[src/rtl/io_bus_responder_pkg.sv]
// io_bus_responder_pkg: I/O window address map shared by the responder and the CPU decode
package io_bus_responder_pkg;
    localparam logic [15:0] IO_BASE    = 16'hFFF0;
    localparam logic [15:0] IO_KEY     = 16'hFFF0;
    localparam logic [15:0] IO_SW      = 16'hFFF2;
    localparam logic [15:0] IO_PRESS   = 16'hFFF4;
    localparam logic [15:0] IO_HEX     = 16'hFFF8;
    localparam logic [15:0] IO_LEDR    = 16'hFFFA;
    localparam logic [15:0] IO_LEDG    = 16'hFFFC;
    localparam logic [15:0] IO_BADVAL  = 16'hDEAD;
endpackage

[src/rtl/io_debounce.sv]
// io_debounce: 2-flop synchroniser per bit, followed by a prescaled debounce stage when IO_DEBOUNCE_EN is defined
module io_debounce #(
    parameter int WIDTH      = 4,
    parameter int DEB_CYCLES = 500000,
    parameter int PBITS      = 19
) (
    input  logic             clk,
    input  logic             rst_n,
    input  logic [WIDTH-1:0] raw,
    output logic [WIDTH-1:0] db
);
    logic [WIDTH-1:0] meta, sync;
    always_ff @(posedge clk or negedge rst_n)
        if (!rst_n) begin
            meta <= '0;
            sync <= '0;
        end else begin
            meta <= raw;
            sync <= meta;
        end
`ifdef IO_DEBOUNCE_EN
    logic [PBITS-1:0] cnt;
    logic [WIDTH-1:0] smp, same;
    logic             tick;
    assign tick = cnt == PBITS'(DEB_CYCLES - 1);
    assign same = ~(sync ^ smp);
    // a bit only follows the input once two consecutive tick samples agree
    always_ff @(posedge clk or negedge rst_n)
        if (!rst_n) begin
            cnt <= '0;
            smp <= '0;
            db  <= '0;
        end else begin
            cnt <= tick ? '0 : cnt + 1'b1;
            if (tick) begin
                smp <= sync;
                db  <= (db & ~same) | (sync & same);
            end
        end
`else
    logic [PBITS-1:0] unused_cfg;
    assign unused_cfg = PBITS'(DEB_CYCLES);
    assign db = sync;
`endif
endmodule

[src/rtl/io_bus_responder.sv]
// io_bus_responder: memory-mapped I/O at 0xFFF0-0xFFFF (HEX/LEDR/LEDG stores, KEY/SW loads, sticky presses).
// Define IO_DEBOUNCE_EN to debounce KEY/SW; otherwise they are only synchronised.
module io_bus_responder
    import io_bus_responder_pkg::*;
#(
    parameter int DBITS      = 16,
    parameter int DEB_CYCLES = 500000,
    parameter int PBITS      = 19
) (
    input  logic             clk,
    input  logic             rst_n,
    input  logic [DBITS-1:0] addr,
    input  logic             we,
    input  logic             re,
    input  logic [DBITS-1:0] din,
    output logic [DBITS-1:0] dout,
    output logic             sel,
    input  logic [3:0]       key,
    input  logic [9:0]       sw,
    output logic [15:0]      hex,
    output logic [9:0]       ledr,
    output logic [7:0]       ledg
);
    logic [3:0] key_db, key_prev, press, ovr, rise, clr_press, clr_ovr;
    logic [9:0] sw_db;
    logic       wr, w1c;
    logic       unused_re;

    io_debounce #(.WIDTH(4), .DEB_CYCLES(DEB_CYCLES), .PBITS(PBITS)) u_key (
        .clk(clk), .rst_n(rst_n), .raw(~key), .db(key_db)
    );
    io_debounce #(.WIDTH(10), .DEB_CYCLES(DEB_CYCLES), .PBITS(PBITS)) u_sw (
        .clk(clk), .rst_n(rst_n), .raw(sw), .db(sw_db)
    );

    assign sel       = addr[15:4] == IO_BASE[15:4];
    assign wr        = we && sel;
    assign w1c       = wr && addr == IO_PRESS;
    assign rise      = key_db & ~key_prev;
    assign clr_press = w1c ? din[3:0] : 4'h0;
    assign clr_ovr   = w1c ? din[7:4] : 4'h0;
    assign unused_re = re;

    always_ff @(posedge clk or negedge rst_n)
        if (!rst_n) begin
            hex      <= '0;
            ledr     <= '0;
            ledg     <= '0;
            key_prev <= '0;
            press    <= '0;
            ovr      <= '0;
        end else begin
            key_prev <= key_db;
            // a fresh press beats a same-cycle clear of the same bit
            press    <= (press & ~clr_press) | rise;
            ovr      <= (ovr & ~clr_ovr) | (press & rise);
            if (wr && addr == IO_HEX) hex <= din[15:0];
            if (wr && addr == IO_LEDR) ledr <= din[9:0];
            if (wr && addr == IO_LEDG) ledg <= din[7:0];
        end

    always_comb
        dout = addr == IO_KEY   ? {12'h0, key_db} :
               addr == IO_SW    ? {6'h0, sw_db} :
               addr == IO_PRESS ? {8'h0, ovr, press} :
               addr == IO_HEX   ? hex :
               addr == IO_LEDR  ? {6'h0, ledr} :
               addr == IO_LEDG  ? {8'h0, ledg} : IO_BADVAL;
endmodule
[config.mk]
export PLATFORM = sky130hd
export DESIGN_NAME = io_bus_responder
export DESIGN_NICKNAME = d
export VERILOG_FILES = /design/src/rtl/io_bus_responder_pkg.sv /design/src/rtl/io_debounce.sv /design/src/rtl/io_bus_responder.sv
export SDC_FILE = /design/constraint.sdc
export NUM_CORES = 1
export LEC_CHECK = 0
export CORE_ASPECT_RATIO = 1.5
export CORE_MARGIN = 2
export CORE_UTILIZATION = 46
export CTS_CLUSTER_DIAMETER = 150
export DETAILED_ROUTE_END_ITERATION = 12
export PLACE_DENSITY = 0.79
export SLEW_MARGIN = 20
export SYNTH_ARGS = -nofsm -noshare
export SYNTH_HDL_FRONTEND = slang
export SYNTH_SLANG_ARGS = --single-unit
[constraint.sdc]
create_clock -name clk -period 2.9 [get_ports clk]
set_input_delay 0.58 -clock clk [delete_from_list [all_inputs] [get_ports clk]]
set_output_delay 0.58 -clock clk [all_outputs]
set_load 0.05 [all_outputs]
==> impl_metrics.toml, run 1 <==
[detailed_routing]
wire_per_inst_um = 18.6
wl_um = 8740
drc = 0
dr_total_vias = 2635
drt-pass1-iter-count = 5
initialDrtViolationCount = 106
detail-route-antenna-nets = 0
vias_per_cell = 5.62

[synthesis]
synth_commonest_cells = "dfrtp_1 (74), mux2_2 (25), nand2_1 (15)"
synth_top_area_cell = "dfrtp_1"
synth_area_per_cell_um2 = 13.0
async_flop_share_pct = 100
yosys_register_bits = 74
synth_cell_types = 48
syn_area_um2 = 3130
synth-seq-area-share_pct = 59.1
synth_most_common_cell = "dfrtp_1"
synth.top_cell.area_share_pct = 59.1
synth_area_leaders = "dfrtp_1 (59%), mux2_2 (9.0%), mux2_4 (4.8%)"
ys_dominant_reg_cell = "dfrtp_1"
syn-num-nets = 291
synth_enable_flop_cells = 0
ys_warn_count = 0
syn_inst = 241

[worst_setup_path]
cp.arrival_ns = 2.27
path_class = "in2out"
required_ns = 2.32
r2r_setup_slack_ns = 1.97
cp-end-kind = "primary output"
r2r_end = "ovr[3]"
ff2ff_path_depth = 2
worst_r2r_startpoint = "u_key.db[3]"
start_kind = "input port"
cp_max_fo = 3

[floorplanning]
core_um2 = 6530
die_area_um2 = 7500
pin_count = 101
initial_core_util_pct = 48.0
dieHeight_um = 105
die_w_um = 71.4
rows = 36

[cts]
htree_levels = 3
clock_sink_count = 74
clock_path_buffers = 2
cts-buffers-inserted = 9
clk_latency_ns = 0.35
clk_pin_slew_worst_paths_ns = 0.08
cts_tree = "yes"
cts_hold_buffers = 0
cts-root-buf = "clkbuf_8"

[sta]
hold_slack_ns = 0.336
fin_crit_ns = 2.85
max_freq_ghz = 0.351
tightest_slew_ns = 0.922
finalCritPeriodShare_pct = 98.2
drv_slew = 0
hold_violations = 0
rsz0062_at_grt = "no"
max-slew-margin-rel_pct = 38.5
setup_viol = 0
clock-skew-final_ns = 0.00632

[run]
maxCapViolations = 0

[finish]
register_area_um2 = 1850
area_delta_synth_final_pct = 55.9
fin_cells = 469
drive_above_1_share_pct = 41.0
fill_cells = 431
n_antenna_cell = 0
multi_input_area_um2 = 1330
nNetsFinal = 438
fin_util_pct = 74.8

[power]
pwr-share-comb_pct = 7.8
p_per_area_nw_per_um2 = 391
p_leak_nw = 2.21
p_int_mw = 1.44
power_switching_uw = 467
ir_worst_vdd_uv = 364
swShare_pct = 24.5
power_frac_clock_pct = 36.5
power_mw = 1.91
p_seq_share_pct = 55.7

[grt]
grt_max_degree = 75
track_usage_pct = 24.7
antenna_found_initial = 0
grt_pass1_wl_um = 14100
grt_pass1_vias = 2772
gr-total-overflow = 0

[placed_design]
portBuffers = 99
dp_hpwl_um = 6290
placed_cells = 452
place.gp.congestion = 0.872

[status]
status = "finished clean"

[hold_path]
hp-class = "in2async"
## worst max-delay path by stage
stage	startpoint	to	cells past startpoint
6_report	addr[0]	dout[4]	9
3_3_place_gp	addr[5]	dout[4]	9
3_5_place_dp	addr[5]	dout[0]	7
2_1_floorplan	addr[13]	dout[4]	7
4_1_cts	addr[8]	dout[4]	9
5_1_grt	addr[0]	dout[4]	9
## cell usage in the layout (no fill, tap or decap), types with 5 or more instances in the layout
master / netlist / final
clkbuf_2: 0 / 5
dfrtp_1: 74 / 74
inv_1: 7 / 7
mux2_2: 25 / 25
clkbuf_8: 0 / 9
buf_2: 2 / 7
o21ai_0: 5 / 5
nor2_1: 10 / 6
mux2_4: 10 / 10
nor2b_1: 7 / 6
buf_4: 0 / 49
a21o_1: 9 / 9
clkdlybuf4s50_1: 0 / 65
buf_12: 0 / 14
nand2_1: 15 / 15
## state kept, by name, indices dropped and copies added, names as in the netlist
signal,flops
hex,16
key_prev,4
u_sw.meta,10
u_key.db,4
press,4
ovr,4
ledr,10
u_sw.db,10
u_key.meta,4
ledg,8
## worst max-delay path, stage by stage
cell           delay [ns]
dlygate4sd2_1        0.26
or2_1                0.26
buf_4                0.15
buf_4                0.14
nor2_4               0.10
a22oi_2              0.08
a221o_1              0.30
a31oi_4              0.23
buf_12               0.16
## metal layers
| metal | vias to the layer above | share of wire (%) | global-route usage, % |
|---|---|---|---|
| li1 | 1174 | - | - |
| met3 | 23 | 6.4 | 6.75 |
| met4 | 0 | 2.6 | 10.6 |
| met2 | 110 | 52 | 40.5 |
| met1 | 1328 | 39 | 30.0 |
| met5 | - | 0 | 0 |
## stage by stage
step                cell area, um^2  worst slack (ns)  setup TNS (ns)
global placement               4660            -0.439           -4.16
finish                         4880            0.0535               0
CTS                            4930           0.00349               0
global route                   4880           0.00176               0
floorplan                      3160           -0.0236         -0.0236
detailed placement             4660            -0.473           -4.56
## logic make-up (layout without fill, tap and decap cells)
| group | count (synthesis) | after routing | synth area share, % |
|---|---|---|---|
| flip-flops | 74 | 74 | 59.1 |
| AND/OR/NAND/NOR | 70 | 70 | 13.8 |
| multiplexers | 35 | 35 | 13.8 |
| AO/OA/AOI/OAI | 46 | 46 | 10.9 |
| buffers and inverters | 16 | 168 | 2.48 |
## layout make-up
type	instances	area share [%]
Multi-Input combinational cell	151	27.3
Clock inverter	6	0.871
Timing Repair Buffer	145	28.8
Inverter	7	0.538
Clock buffer	10	2.61
Tap cell	76	1.95
Sequential cell	74	37.9
## power groups by stage
stage	registers, mW	logic [mW]	clock network (mW)
after detailed placement	1.08	0.153	0
after global placement	1.08	0.150	0
after floorplan	1.08	0.0292	0
after CTS	1.06	0.151	0.714
after global routing	1.06	0.162	0.765
final	1.06	0.148	0.697
## timing repair
action | CTS | global route
setup endpoints to repair | 16 | 8
buffers inserted | 1 | 1
pin swaps | 12 | 7
resized for setup | 53 | 18
Note: power is estimated with default switching activity, not from simulation.
==> run 2, diff against run 1 <==
--- a/config.mk
+++ b/config.mk
@@ -11,6 +11,7 @@
 export CTS_CLUSTER_DIAMETER = 150
 export DETAILED_ROUTE_END_ITERATION = 12
 export PLACE_DENSITY = 0.79
+export RECOVER_POWER = 25
 export SLEW_MARGIN = 20
 export SYNTH_ARGS = -nofsm -noshare
 export SYNTH_HDL_FRONTEND = slang
==> impl_metrics.toml, run 2 (same netlist as run 1, synthesis figures left out) <==
[finish]
layout_commonest_cell = "dfrtp_1"
drive_above_1_share_pct = 41.0
final_cell_mix = "dfrtp_1 (74), clkdlybuf4s50_1 (51), buf_4 (48)"
top_register = "hex"
fill_cells = 432
largest_reg_flops = 16
nNetsFinal = 438
fin_cells = 469
n_antenna_cell = 0
fin_util_pct = 74.7
final_area_um2 = 4880
area_delta_synth_final_pct = 55.8

[grt]
grt_max_degree = 75
grt_pass1_vias = 2772
grt_util_met2_pct = 40.5
use_met3_pct = 6.75
gr-total-overflow = 0
grt.met1_usage_pct = 30.0
track_usage_pct = 24.7
antenna_found_initial = 0
grt_pass1_wl_um = 14100
grt.busiest_layer = "met2"

[worst_setup_path]
r2r_setup_slack_ns = 1.97
worst_r2r_startpoint = "u_key.db[3]"
cp_max_fo = 3
max_stage_delay_ns = 0.30
crit_chain = "dlygate4sd2_1 > or2_1 > buf_4 > buf_4 > nor2_4 > a22oi_2 > a221o_1 > a31oi_4 > buf_12"
required_ns = 2.32
endpoint = "dout[4]"
worst_path_most_repeated_cell = "buf_4"
critPathLaunch = "addr[0]"
cp-end-kind = "primary output"
slowest_stage = "a221o_1"
ff2ff_path_depth = 2
path_class = "in2out"
cp.arrival_ns = 2.27
start_kind = "input port"
r2r_end = "ovr[3]"

[sta]
rsz0062_at_grt = "no"
fin_crit_ns = 2.85
hold_slack_ns = 0.348
setup_viol = 0
tns_ns = 0
max-slew-margin-rel_pct = -20.7
max_freq_ghz = 0.351
tightest_slew_ns = 1.81
finalCritPeriodShare_pct = 98.2
clock-skew-final_ns = 0.00639
hold_violations = 0
setup_ws_ns = 0.0535
drv_slew = 75

[placed_design]
dpl_cell_area_um2 = 4660
place.gp.congestion = 0.872
placed_cells = 452
dp_hpwl_um = 6290
dp_slack_ns = -0.473
portBuffers = 99

[hold_path]
hp-class = "reg2reg"
min_from = "u_sw.meta[9]"
holdPathStages = 0

[cts]
cts-root-buf = "clkbuf_8"
clock_path_buffers = 2
cts-buffers-inserted = 9
cts_tree = "yes"
htree_levels = 3
clock_sink_count = 74
clk_pin_slew_worst_paths_ns = 0.08
clk_latency_ns = 0.35

[detailed_routing]
wl_um = 8730
initialDrtViolationCount = 106
vias_per_cell = 5.62
dr_total_vias = 2635
detail-route-antenna-nets = 0
wire_per_inst_um = 18.6
drc = 0
drt-pass1-iter-count = 5

[run]
maxCapViolations = 1

[power]
p_leak_nw = 2.21
power_mw = 1.90
p_per_area_nw_per_um2 = 390
ir_worst_vdd_uv = 364

[floorplanning]
die_w_um = 71.4
die_area_um2 = 7500
pin_count = 101
rows = 36
initial_core_util_pct = 48.0
dieHeight_um = 105
core_um2 = 6530

[status]
status = "complete, but fails checks"
violations = "capacitance limit, slew limit"
==> run 2: worst max-delay path, delay by kind of cell <==
family	cells	cell delay (ns)
AOI/OAI and AO/OA	3	0.61
buffers and inverters	4	0.71
and+or+nand+nor	2	0.36
==> run 2: how the worst min path moves through the flow <==
stage               slack (ns)          end
finish                    0.35   u_sw.db[9]
global route              0.36   u_sw.db[9]
CTS                       0.35  u_key.db[2]
detailed placement        0.33  u_key.db[0]
global placement          0.33   u_sw.db[3]
floorplan                 0.28       hex[0]
==> run 2: cell type report <==
cell class	count	area, um^2	area share, %
sequential	74	1850	37.9
timing repair buffer	145	1400	28.8
multi-input combinational	151	1330	27.3
clock buffer	10	128	2.61
tap	76	95.1	1.95
clock inverter	6	42.5	0.872
inverter	7	26.3	0.538
==> run 2: timing repair <==
item | in CTS | in global routing
gates resized for setup | 53 | 18
setup endpoints to repair | 16 | 8
pin swaps | 12 | 7
hold buffers | 0 | 0
setup buffers | 1 | 1
==> run 2: report_power, final <==
group / internal [mW] / total (mW) / leakage [nW] / switching [mW]
logic: 0.0711 / 0.144 / 1.21 / 0.0729
registers: 1.05 / 1.06 / 0.918 / 0.00855
clock network: 0.311 / 0.697 / 0.0827 / 0.386
==> run 2: layer usage <==
layer	wire, um	part of all wire, %
met5	0	0
met4	225	2.6
met3	557	6.4
met2	4580	52
met1	3370	39
==> run 3, diff against run 2 <==
--- a/config.mk
+++ b/config.mk
@@ -5,7 +5,6 @@
 export SDC_FILE = /design/constraint.sdc
 export NUM_CORES = 1
 export LEC_CHECK = 0
-export CORE_ASPECT_RATIO = 1.5
 export CORE_MARGIN = 2
 export CORE_UTILIZATION = 46
 export CTS_CLUSTER_DIAMETER = 150
==> impl_metrics.toml, run 3 (same netlist as run 1, synthesis figures left out) <==
[status]
status = "complete, but fails checks"
violations = "capacitance limit, slew limit, setup timing"

[power]
p_per_area_nw_per_um2 = 411
p_leak_nw = 2.27
ir_worst_vdd_uv = 471

[floorplanning]
dieHeight_um = 86.5
rows = 30
core_um2 = 6680
die_w_um = 86.5
die_area_um2 = 7490
pin_count = 101
initial_core_util_pct = 46.9

[cts]
htree_levels = 3
cts-root-buf = "clkbuf_8"
cts_hold_buffers = 0
cts_tree = "yes"
clock_path_buffers = 2
clk_latency_ns = 0.36
clk_pin_slew_worst_paths_ns = 0.08
clock_sink_count = 74
cts-buffers-inserted = 9

[sta]
hold_slack_ns = 0.346
drv_slew = 75
max_freq_ghz = 0.344
setup_ws_ns = -0.00673
fin_crit_ns = 2.91
hold_violations = 0
tightest_slew_ns = 1.79
finalCritPeriodShare_pct = 100
clock-skew-final_ns = 0.00971
rsz0062_at_grt = "yes"
max-slew-margin-rel_pct = -19.1
setup_viol = 1

[placed_design]
place.gp.congestion = 0.933
portBuffers = 99
dp_hpwl_um = 6290
dpl_cell_area_um2 = 4600
dp_slack_ns = -0.462

[grt]
gr-total-overflow = 0
grt_pass1_wl_um = 14400
grt_max_degree = 75
track_usage_pct = 25.9
grt_pass1_vias = 2771
antenna_found_initial = 0

[detailed_routing]
drc = 0
vias_per_cell = 5.65
detail-route-antenna-nets = 0
wl_um = 9270
initialDrtViolationCount = 194
drt-pass1-iter-count = 4
dr_total_vias = 2668
wire_per_inst_um = 19.6

[worst_setup_path]
path_class = "in2out"
ff2ff_path_depth = 2
start_kind = "input port"
required_ns = 2.32
cp-end-kind = "primary output"
cp_max_fo = 6
cp.arrival_ns = 2.33

[finish]
largest_reg_flops = 16
n_antenna_cell = 0
top_register = "hex"
final_area_um2 = 4990
drive_above_1_share_pct = 42.1
area_delta_synth_final_pct = 59.3
final_cell_mix = "dfrtp_1 (74), clkdlybuf4s50_1 (51), buf_4 (42)"
nNetsFinal = 437
layout_commonest_cell = "dfrtp_1"

[hold_path]
holdPathStages = 0
hp-class = "reg2reg"

[run]
maxCapViolations = 1
[run 3: cell types whose count changed in the layout (fill, tap and decap cells not counted), moves of 2 or more]
cell	before	now
buf_6	1	9
buf_4	48	42
clkinv_2	2	0
clkinv_4	1	3
clkinvlp_4	2	0
dlygate4sd2_1	3	1
[run 3: worst max-delay path, cell delays in order]
cell and delay (ns):
buf_2 0.08, nand4_2 0.12, or3_4 0.46, or2_4 0.30, nor2_4 0.25, a221o_1 0.25
a31oi_4 0.11, buf_12 0.16
[run 3: routing by layer]
layer  part of all wire [%]  vias to the layer above  track usage [%]
li1                       -                     1174                -
met1                     37                     1317             32.2
met2                     52                      155             41.6
met3                    8.7                       22             8.00
met4                    2.4                        0             11.5
met5                      0                        -                0
[run 3: where the power goes]
| group | internal [mW] | switching (mW) |
|---|---|---|
| sequential | 1.05 | 0.00973 |
| combinational | 0.0758 | 0.0743 |
| clock | 0.431 | 0.409 |
[run 3: timing repair]
| action | 4_1_cts | 5_1_grt |
|---|---|---|
| pin swaps | 13 | 12 |
| setup endpoints to repair | 11 | 8 |
| buffers inserted | 3 | 6 |
| gates resized for setup | 58 | 24 |
| hold endpoints to repair | 0 | 0 |
[run 3: cell type report]
cell class	count	area, um^2
Fill cell	451	1690
Inverter	7	26.3
Clock buffer	10	138
Multi-Input combinational cell	151	1360
Sequential cell	74	1850
Clock inverter	6	73.8
Tap cell	80	100
Timing Repair Buffer	144	1440
[run 3: worst paths after layout]
| check | startpoint | endpoint | slack (ns) |
|---|---|---|---|
| max | addr[10] | dout[4] | -0.007 |
| min in group asynchronous | rst_n | u_key.db[3] | 0.69 |
| min | u_sw.meta[6] | u_sw.db[6] | 0.35 |
| max reg2reg | u_key.db[0] | ovr[0] | 1.97 |
| max in group asynchronous | rst_n | hex[10] | 1.15 |
| min reg2reg | u_sw.meta[6] | u_sw.db[6] | 0.35 |
[run 3: metrics by stage]
stage / power [mW] / utilization (%) / std cells / TNS, ns
after floorplan: 1.11 / - / 241 / -0.0236
after CTS: 2.07 / 74.1 / 466 / 0
after global routing: 2.14 / 74.7 / 472 / -0.203
after global placement: 1.23 / 68.9 / 447 / -4.01
after detailed placement: 1.23 / 68.9 / 447 / -4.13
final: 2.05 / 74.7 / 472 / -0.00673
